$ cat src/rtl/hazard_detect_unit.sv
// rtl/hazard_detect_unit.sv - load-use and redirect stall request generator with saturating stall counters
module hazard_detect_unit #(
    parameter int CNT_W = 16
) (
    input  logic             clock,
    input  logic             reset_n,
    input  logic             valid_d,
    input  logic [4:0]       rs1_d,
    input  logic [4:0]       rs2_d,
    input  logic             uses_rs1_d,
    input  logic             uses_rs2_d,
    input  logic             valid_e,
    input  logic [4:0]       rd_e,
    input  logic             mem_read_e,
    input  logic             redirect_e,
    output logic             stall_lw,
    output logic             stall_j,
    output logic [CNT_W-1:0] lw_stall_cnt,
    output logic [CNT_W-1:0] j_stall_cnt
);

    typedef enum logic {
        ST_RUN = 1'b0,
        ST_GAP = 1'b1
    } state_t;

    localparam logic [CNT_W-1:0] CNT_ONE = {{(CNT_W-1){1'b0}}, 1'b1};
    localparam logic [CNT_W-1:0] CNT_MAX = {CNT_W{1'b1}};

    state_t           r_state;
    logic             r_pend_j;
    logic [CNT_W-1:0] r_lw_cnt;
    logic [CNT_W-1:0] r_j_cnt;

    logic             w_lu_hit;
    logic             w_rd_hit;
    logic             w_stall_lw;
    logic             w_stall_j;

    // Hazard terms from the live pipeline-register contents; x0 is never a real dependency
    always_comb begin
        w_lu_hit = valid_d & valid_e & mem_read_e & (rd_e != 5'd0) &
                   ((uses_rs1_d & (rs1_d == rd_e)) | (uses_rs2_d & (rs2_d == rd_e)));
        w_rd_hit = valid_e & redirect_e;
    end

    // Mealy requests: only RUN may issue, redirect wins since decode is on the wrong path, held low in reset
    always_comb begin
        w_stall_lw = 1'b0;
        w_stall_j  = 1'b0;
        if (reset_n && (r_state == ST_RUN)) begin
            if (w_rd_hit || r_pend_j) begin
                w_stall_j = 1'b1;
            end else if (w_lu_hit) begin
                w_stall_lw = 1'b1;
            end
        end
    end

    // Pulse shaper: every request is followed by one GAP cycle; a redirect seen in GAP is deferred, not lost
    always_ff @(posedge clock or negedge reset_n) begin
        if (!reset_n) begin
            r_state  <= ST_RUN;
            r_pend_j <= 1'b0;
        end else begin
            case (r_state)
                ST_RUN: begin
                    if (w_stall_j || w_stall_lw) begin
                        r_state <= ST_GAP;
                    end
                    if (w_stall_j) begin
                        r_pend_j <= 1'b0;
                    end
                end
                ST_GAP: begin
                    r_state <= ST_RUN;
                    if (w_rd_hit) begin
                        r_pend_j <= 1'b1;
                    end
                end
                default: begin
                    r_state <= ST_RUN;
                end
            endcase
        end
    end

    // Saturating performance counters, one per request type
    always_ff @(posedge clock or negedge reset_n) begin
        if (!reset_n) begin
            r_lw_cnt <= '0;
            r_j_cnt  <= '0;
        end else begin
            if (w_stall_lw && (r_lw_cnt != CNT_MAX)) begin
                r_lw_cnt <= r_lw_cnt + CNT_ONE;
            end
            if (w_stall_j && (r_j_cnt != CNT_MAX)) begin
                r_j_cnt <= r_j_cnt + CNT_ONE;
            end
        end
    end

    assign stall_lw     = w_stall_lw;
    assign stall_j      = w_stall_j;
    assign lw_stall_cnt = r_lw_cnt;
    assign j_stall_cnt  = r_j_cnt;

endmodule

$ cat config.mk
export PLATFORM = sky130hd
export DESIGN_NAME = hazard_detect_unit
export DESIGN_NICKNAME = d
export VERILOG_FILES = /design/src/rtl/hazard_detect_unit.sv
export SDC_FILE = /design/constraint.sdc
export NUM_CORES = 1
export LEC_CHECK = 0
export CORE_UTILIZATION = 46
export CTS_CLUSTER_DIAMETER = 50
export DETAILED_ROUTE_END_ITERATION = 10
export GPL_TIMING_DRIVEN = 0
export MAX_ROUTING_LAYER = met4
export PLACE_DENSITY_LB_ADDON = 0.12
export SLEW_MARGIN = 20
export SYNTH_ARGS = -nofsm -noshare
export SYNTH_HDL_FRONTEND = slang
export SYNTH_SLANG_ARGS = --single-unit
$ cat constraint.sdc
create_clock -name clock -period 2.5 [get_ports clock]
set_input_delay 0.375 -clock clock [delete_from_list [all_inputs] [get_ports clock]]
set_output_delay 0.375 -clock clock [all_outputs]
set_load 0.05 [all_outputs]
==> Yosys cells after proc, flatten, opt, wreduce, memory -nomap -nowiden <==
Index checks and enable logic that the tools add are counted.
{ "totals": {"reg_bits": 34, "word_cells": 38} }
{ "op_classes": {"n_mux": 10, "n_eq_ne": 6, "bitwise_logic": 9, "n_addsub": 2, "reduce_logical": 7} }
{ "op_table": {"columns": ["op", "n"], "rows": [
  ["$add 16x1->16 const B", 2],
  ["$ne 16x16->1 const B", 2],
  ["$eq 5x5->1", 2],
  ["$mux 1", 8],
  ["$and 1x1->1", 7],
  ["$reduce_bool 5->1", 1],
  ["$pmux 1 s2", 2],
  ["$logic_and 1x1->1", 3],
  ["$logic_or 1x1->1", 2],
  ["$ne 2x1->1 const B", 1],
  ["$ne 2x2->1 const B", 1],
  ["$reduce_and 2->1", 1],
  ["$not 1->1", 1],
  ["$or 1x1->1", 1]
]} }

==> Longest topological paths before layout <==
Gate-level depths: netlist (run 1).
{ "logic_depth": {"depth_word": 10, "mapped_depth": 7} }

==> Least setup slack after synthesis (run 1) <==
Ideal clock, no wire load.
{ "synth_timing": {"path_type": "flip-flop to flip-flop", "start": "register r_state", "end": "register r_j_cnt[1], in the netlist j_stall_cnt[1]", "required_time_ns": 2.375, "path_buffers": 0, "path_slack_ns": 0.343, "arrival_time_ns": 2.033, "period_less_slack_ns": 2.157, "stages_incl_launch_ff": 5, "cell_sequence": "dfrtp_1 > nand2b_4 > nor2_1 > o31a_1 > mux2_2"} }
{ "synth_between": {"elab_chain_len": 4} }
{ "synth_rtl": {"columns": ["element", "line_no", "rtl"], "rows": [
  ["start: declaration", "30", "state_t r_state;"],
  ["start signal: assignment", "63", "r_state <= ST_RUN;"],
  ["start signal: assignment", "69", "r_state <= ST_GAP;"],
  ["start signal: assignment", "76", "r_state <= ST_RUN;"],
  ["$not 1->1", null, null],
  ["$logic_and 1x1->1", "51", "if (reset_n && (r_state == ST_RUN)) begin"],
  ["$mux 1", "51", null],
  ["via stall_j", "17", "output logic stall_j,"],
  ["$logic_and 1x1->1", "97", "if (w_stall_j && (r_j_cnt != CNT_MAX)) begin"],
  ["end signal: assignment", "98", "r_j_cnt <= r_j_cnt + CNT_ONE;"],
  ["end: declaration", "33", "logic [CNT_W-1:0] r_j_cnt;"]
]} }
The timed path passes the listed nets, and every way through them passes these cells.
A chain may end at the register's enable or synchronous reset.

==> Worst setup path in the final report (run 1) <==
{ "layout_timing": {"start": "input rd_e[1]", "end": "output stall_lw"} }
{ "layout_between": {"elab_chain_len": 7} }
{ "layout_rtl": {"columns": ["element", "line_no", "rtl"], "rows": [
  ["start: declaration", "13", "input logic [4:0] rd_e,"],
  ["$eq 5x5->1", "43", "((uses_rs1_d & (rs1_d == rd_e)) | (uses_rs2_d & (rs2_d == rd_e)));"],
  ["$and 1x1->1", "43", null],
  ["$or 1x1->1", "43", null],
  ["$and 1x1->1 (*)", "42", "w_lu_hit = valid_d & valid_e & mem_read_e & (rd_e != 5'd0) &"],
  ["$mux 1 (*)", "54", "end else if (w_lu_hit) begin"],
  ["$mux 1 (*)", "52", "if (w_rd_hit || r_pend_j) begin"],
  ["$mux 1 (*)", "51", null],
  ["end: declaration", "16", "output logic stall_lw,"]
]} }
Mark *: on every way between the ends. The rest lies on a longest branch, timed or not.

==> flow_summary.yaml, run 1 <==
timing:
  setup_ws_ns: 0.0827
  fin_skew_ns: 0.00503
  slew-limit-headroom_pct: 66.1
  setup_viol: 0
  hold_viol: 0
  max_freq_mhz: 414
  slew_viol_final: 0
  period_share_pct: 96.7
  rsz0062_at_grt: "no"
  worstMarginPinSlew_ns: 0.507
  period_minus_slack_ns: 2.42
clock_network:
  cts_buffers: 5
  cts-htree-levels: 2
  cts_tree: "done"
  root_buffer: "clkbuf_8"
  clk_latency_ns: 0.29
  clk_path_buf_depth: 2
  clkSinkCount: 34
  clkTransAtPathRegs_ns: 0.07
worst_setup_path:
  cp.arrival_ns: 2.04
  worstSetupPathType: "in2out"
  crit_buf_inv: 2
  r2r_end: "lw_stall_cnt[10]$_DFFE_PN0P_"
  critPathMaxFanout: 3
  cp_slowest_cell: "or4_1"
  path_delay_family: "simple AND/OR/NAND/NOR gates"
  r2r_cells: 6
  cpPeakStageDelay_ns: 0.60
  crit_chain: "clkdlybuf4s50_1, or4_1, nor2_4, nor2_1, and2_1, buf_4"
  reg2reg_slack_ns: 0.60
  cp-end-kind: "output port"
  crit_path_start_kind: "primary input"
  reg2reg_from: "r_state$_DFF_PN0_"
  required_ns: 2.12
cells_and_area:
  utilization_pct: 70.1
  fill_cells: 294
  area_growth_pct: 44.7
  nets: 263
  final_area_um2: 2580
  diodes: 0
  final_layout_size_suffix_gt1_share_pct: 7.53
pwr:
  irDropWorstVdd_v: 0.000859
  clkPwrFrac_pct: 38.8
  seqPwrFrac_pct: 39.4
  switching_share_pct: 28.7
  report.power.total_mw: 1.63
  combPwrFrac_pct: 21.9
  p_int_mw: 1.16
  p_leak_nw: 1.08
  powerDensity_nw_per_um2: 630
  switchingPower_mw: 0.468
synthesis:
  ys_warn_count: 0
  ys_ff_latch: 34
  synth_area_um2: 1790
  synth_fp_nets: 198
  yosysSeqAreaShare_pct: 47.6
  synth_cells: 173
  syn_area_per_cell_um2: 10.3
  synth.distinct_cells: 29
global_route:
  grt_use_total_pct: 22.7
  grt_max_degree: 27
  grt_pass1_wl_mm: 7.00
  antenna_found_initial: 0
  grt_overflow_total: 0
  grt_pass1_vias: 1552
placed_design:
  dp_hpwl_mm: 3.01
  gp_congestion: 0.825
  place_area_um2: 2420
  pre_cts_slack_ns: -0.601
  io_buffers: 56
die:
  start_util_pct: 48.4
  dieArea_um2: 4140
  die_w_um: 64.3
  row_count: 22
  die_height_um: 64.3
  core_area_um2: 3690
  io-pin-count: 57
drt:
  wirelength_mm: 4.05
  wl_per_cell_um: 14.1
  antenna_left: 0
  firstDrtPassIters: 4
  drc: 0
  drt-initial-drc-count: 92
  avgViaCountPerCell: 5.31
  num_vias: 1524
worst_hold_path:
  holdCritPathClass: "in2async"
job:
  cap_violations: 0
run_status:
  outcome: "complete, no violations"
## cell usage in the layout, fill, tap and decap left out, types with 5 or more instances in the layout
master,n
and3_1,11
a21oi_1,5
and4_1,6
xnor2_1,33
clkbuf_8,6
xor2_1,5
clkdlybuf4s50_1,53
nand4_1,13
nor2_1,12
nand3_1,14
nand2_1,16
dfrtp_1,34
## how the worst max path moves through the flow
| stage | cells after the start | to | from | slack [ns] |
|---|---|---|---|---|
| finish | 6 | stall_lw | rd_e[1] | 0.08 |
| global route | 6 | stall_lw | rd_e[0] | 0.02 |
| CTS | 6 | stall_lw | rd_e[1] | 0.002 |
| detailed placement | 6 | stall_lw | rd_e[4] | -0.60 |
| global placement | 6 | stall_lw | reset_n | -1.71 |
| floorplan | 4 | j_stall_cnt[1]$_DFFE_PN0P_ | r_state$_DFF_PN0_ | 0.34 |
## cell families (layout without fill, tap and decap cells)
family	after synthesis	in the layout	synth area share (%)
buffers and inverters	3	69	0.840
xor gates and xnor gates	38	38	18.6
adders and majority gates	2	2	1.40
muxes	3	3	1.89
DFF	34	34	47.6
and+or+nand+nor	84	84	26.5
AOI/OAI and AO/OA	9	9	3.15
## power by group through the flow
stage | sequential [mW] | combinational [mW] | clock (mW)
2_1_floorplan | 0.774 | 0.0821 | 0
3_3_place_gp | 0.648 | 0.348 | 0
3_5_place_dp | 0.650 | 0.357 | 0
4_1_cts | 0.641 | 0.358 | 0.648
5_1_grt | 0.649 | 0.377 | 0.663
6_report | 0.641 | 0.356 | 0.631
## repair_timing
item,in CTS,in global routing
hold buffers,1,0
endpoints found under the setup margin,2,1
endpoints found under the hold margin,10,0
resized for setup,8,2
setup buffers,0,0
## cell usage after synthesis (all sizes together)
cell type | n | share of area, %
buf | 1 | 0.42
nor2 | 13 | 2.7
and3 | 11 | 3.9
nand2 | 16 | 3.4
and2 | 1 | 0.35
nor3 | 3 | 1.5
inv | 1 | 0.21
mux2 | 3 | 1.9
nand4 | 13 | 4.6
o2111ai | 1 | 0.49
o22ai | 1 | 0.35
and4 | 6 | 2.9
o31a | 1 | 0.49
ha | 2 | 1.4
or4 | 2 | 1.1
a21oi | 5 | 1.4
nand3b | 1 | 0.42
nand2b | 3 | 1.5
nand3 | 14 | 3.9
xnor2 | 33 | 16
xor2 | 5 | 2.5
o21a | 1 | 0.42
or2 | 1 | 0.35
clkbuf | 1 | 0.21
dfrtp | 34 | 48
## per-stage QoR
stage / setup TNS (ns) / cells / hold WS (ns)
2_1_floorplan: 0 / 173 / 0.0794
3_3_place_gp: -27.20 / 277 / 0.473
3_5_place_dp: -0.661 / 278 / 0.267
4_1_cts: 0 / 287 / 0.0327
5_1_grt: 0 / 287 / 0.0401
6_report: 0 / 287 / 0.0388
## flip-flops by register name, summed over array words and instances (netlist names)
register      cells
j_stall_cnt      16
r_state           1
lw_stall_cnt     16
r_pend_j          1
## layer usage
metal  vias up  wire length (µm)  GRT usage, %
met5         -                 0             -
li1        744                 -             -
met2        49              2090          38.7
met3         5               172          6.43
met4         0                57          8.06
met1       726              1730          25.2
## final cells by class
class,count,area (µm²),share of cell area (%)
buffer,2,11.3,0.436
clock buffer,6,82.6,3.19
clock inverter,2,60.1,2.32
inverter,1,3.75,0.145
multi-input combinational,136,935,36.2
sequential,34,851,32.9
tap,48,60.1,2.32
timing repair buffer,58,582,22.5
Power figures use the tool's default switching activity.
==> run 2: changes to the inputs <==
RECOVER_POWER = 25   (was not set)
SLEW_MARGIN = not set   (was 20)
==> flow_summary.yaml, run 2 (synthesis results as in run 1) <==
job:
  cap_violations: 1
cells_and_area:
  final_layout_size_suffix_gt1_share_pct: 7.14
  most-common-layout-cells: "clkdlybuf4s50_1, dfrtp_1, xnor2_1, nand2_1, nand3_1"
  area_growth_pct: 41.1
  diodes: 0
  nets: 262
  final-instance-count-excl-fill: 286
  final_common_cell: "clkdlybuf4s50_1"
  utilization_pct: 68.4
  final_area_um2: 2520
worst_setup_path:
  critPathMaxFanout: 3
  cp-end-kind: "output port"
  cp.arrival_ns: 2.05
  worstSetupPathType: "in2out"
  required_ns: 2.12
  r2r_cells: 6
  crit_path_start_kind: "primary input"
clock_network:
  clkSinkCount: 34
  cts-htree-levels: 2
  root_buffer: "clkbuf_8"
  cts_tree: "done"
  clkTransAtPathRegs_ns: 0.07
  cts_buffers: 5
  clk_latency_ns: 0.28
  clk_path_buf_depth: 2
run_status:
  violations: "max-capacitance violations, max-slew violations"
  outcome: "complete, but fails checks"
placed_design:
  place_area_um2: 2400
  dp_hpwl_mm: 2.94
  gp_congestion: 0.825
  dp.cells: 277
  io_buffers: 56
timing:
  rsz0062_at_grt: "no"
  slew_viol_final: 35
  max_freq_mhz: 412
  slew-limit-headroom_pct: -21.9
  period_minus_slack_ns: 2.43
  worstMarginPinSlew_ns: 1.83
  fin_skew_ns: 0.00478
  hold_viol: 0
  period_share_pct: 97.2
  setup_viol: 0
drt:
  avgViaCountPerCell: 5.36
  drc: 0
  antenna_left: 0
  num_vias: 1534
  wl_per_cell_um: 14.2
  drt-initial-drc-count: 70
  firstDrtPassIters: 4
  wirelength_mm: 4.05
global_route:
  grt_pass1_vias: 1540
  grt_use_total_pct: 22.3
  grt_max_degree: 35
  grt_overflow_total: 0
  antenna_found_initial: 0
  grt_pass1_wl_mm: 6.94
pwr:
  irDropWorstVdd_v: 0.000851
  powerDensity_nw_per_um2: 564
  p_leak_nw: 1.04
  report.power.total_mw: 1.42
worst_hold_path:
  holdCritPathClass: "reg2reg"
  hold_depth: 1
die:
  dieArea_um2: 4140
  die_height_um: 64.3
  start_util_pct: 48.4
  die_w_um: 64.3
  core_area_um2: 3690
  row_count: 22
  io-pin-count: 57
run 2: layout make-up:
type                    instances  area (µm²)
well taps                      48        60.1
repair buffers                 57         554
clock buffers                   6        82.6
inverters                       1        3.75
fillers                       312        1170
flip-flops and latches         34         851
clock inverters                 2        12.5
plain buffers                   2        11.3
multi-input cells             136         946
run 2: metrics by stage:
stage                     setup TNS [ns]  hold slack [ns]  setup WS [ns]
final                                  0            0.486         0.0704
after global routing                   0            0.504         0.0140
after CTS                              0           0.0455         0.0310
after detailed placement           -1.65            0.482         -0.797
after global placement            -27.20            0.473          -1.71
after floorplan                        0           0.0794          0.343
run 2: path summary, 6_finish.rpt:
check                                            start                            to  slack (ns)
setup reg to reg                     r_state$_DFF_PN0_  lw_stall_cnt[13]$_DFFE_PN0P_        0.60
hold / removal             j_stall_cnt[11]$_DFFE_PN0P_   j_stall_cnt[11]$_DFFE_PN0P_        0.49
hold reg to reg            j_stall_cnt[11]$_DFFE_PN0P_   j_stall_cnt[11]$_DFFE_PN0P_        0.49
min in group asynchronous                      reset_n  lw_stall_cnt[15]$_DFFE_PN0P_        0.88
max in group asynchronous                      reset_n    j_stall_cnt[3]$_DFFE_PN0P_        0.56
setup / recovery                            mem_read_e                      stall_lw        0.07
run 2: worst max-delay path, cell delays in order:
cell             delay, ns
clkdlybuf4s50_1       0.46
nand2_1               0.06
or4_4                 0.50
nor2_1                0.21
and2_1                0.21
clkbuf_4              0.25
run 2: metal layers:
layer / wire [µm] / global-route usage, % / vias to the layer above
li1: - / - / 742
met1: 1740 / 26.0 / 738
met2: 2110 / 38.2 / 50
met3: 175 / 5.18 / 4
met4: 25 / 6.67 / 0
met5: 0 / - / -
run 2: power by group:
part / total (mW) / switching [mW] / internal (mW)
clock network: 0.428 / 0.206 / 0.221
registers: 0.640 / 0.0521 / 0.588
logic: 0.354 / 0.211 / 0.143
run 2: timing repair:
action / CTS / global route
gates resized for setup: 10 / 4
hold endpoints to repair: 34 / 0
pin swaps: 0 / 1
buffers inserted: 0 / 0
hold buffers: 1 / 0
endpoints found under the setup margin: 2 / 1
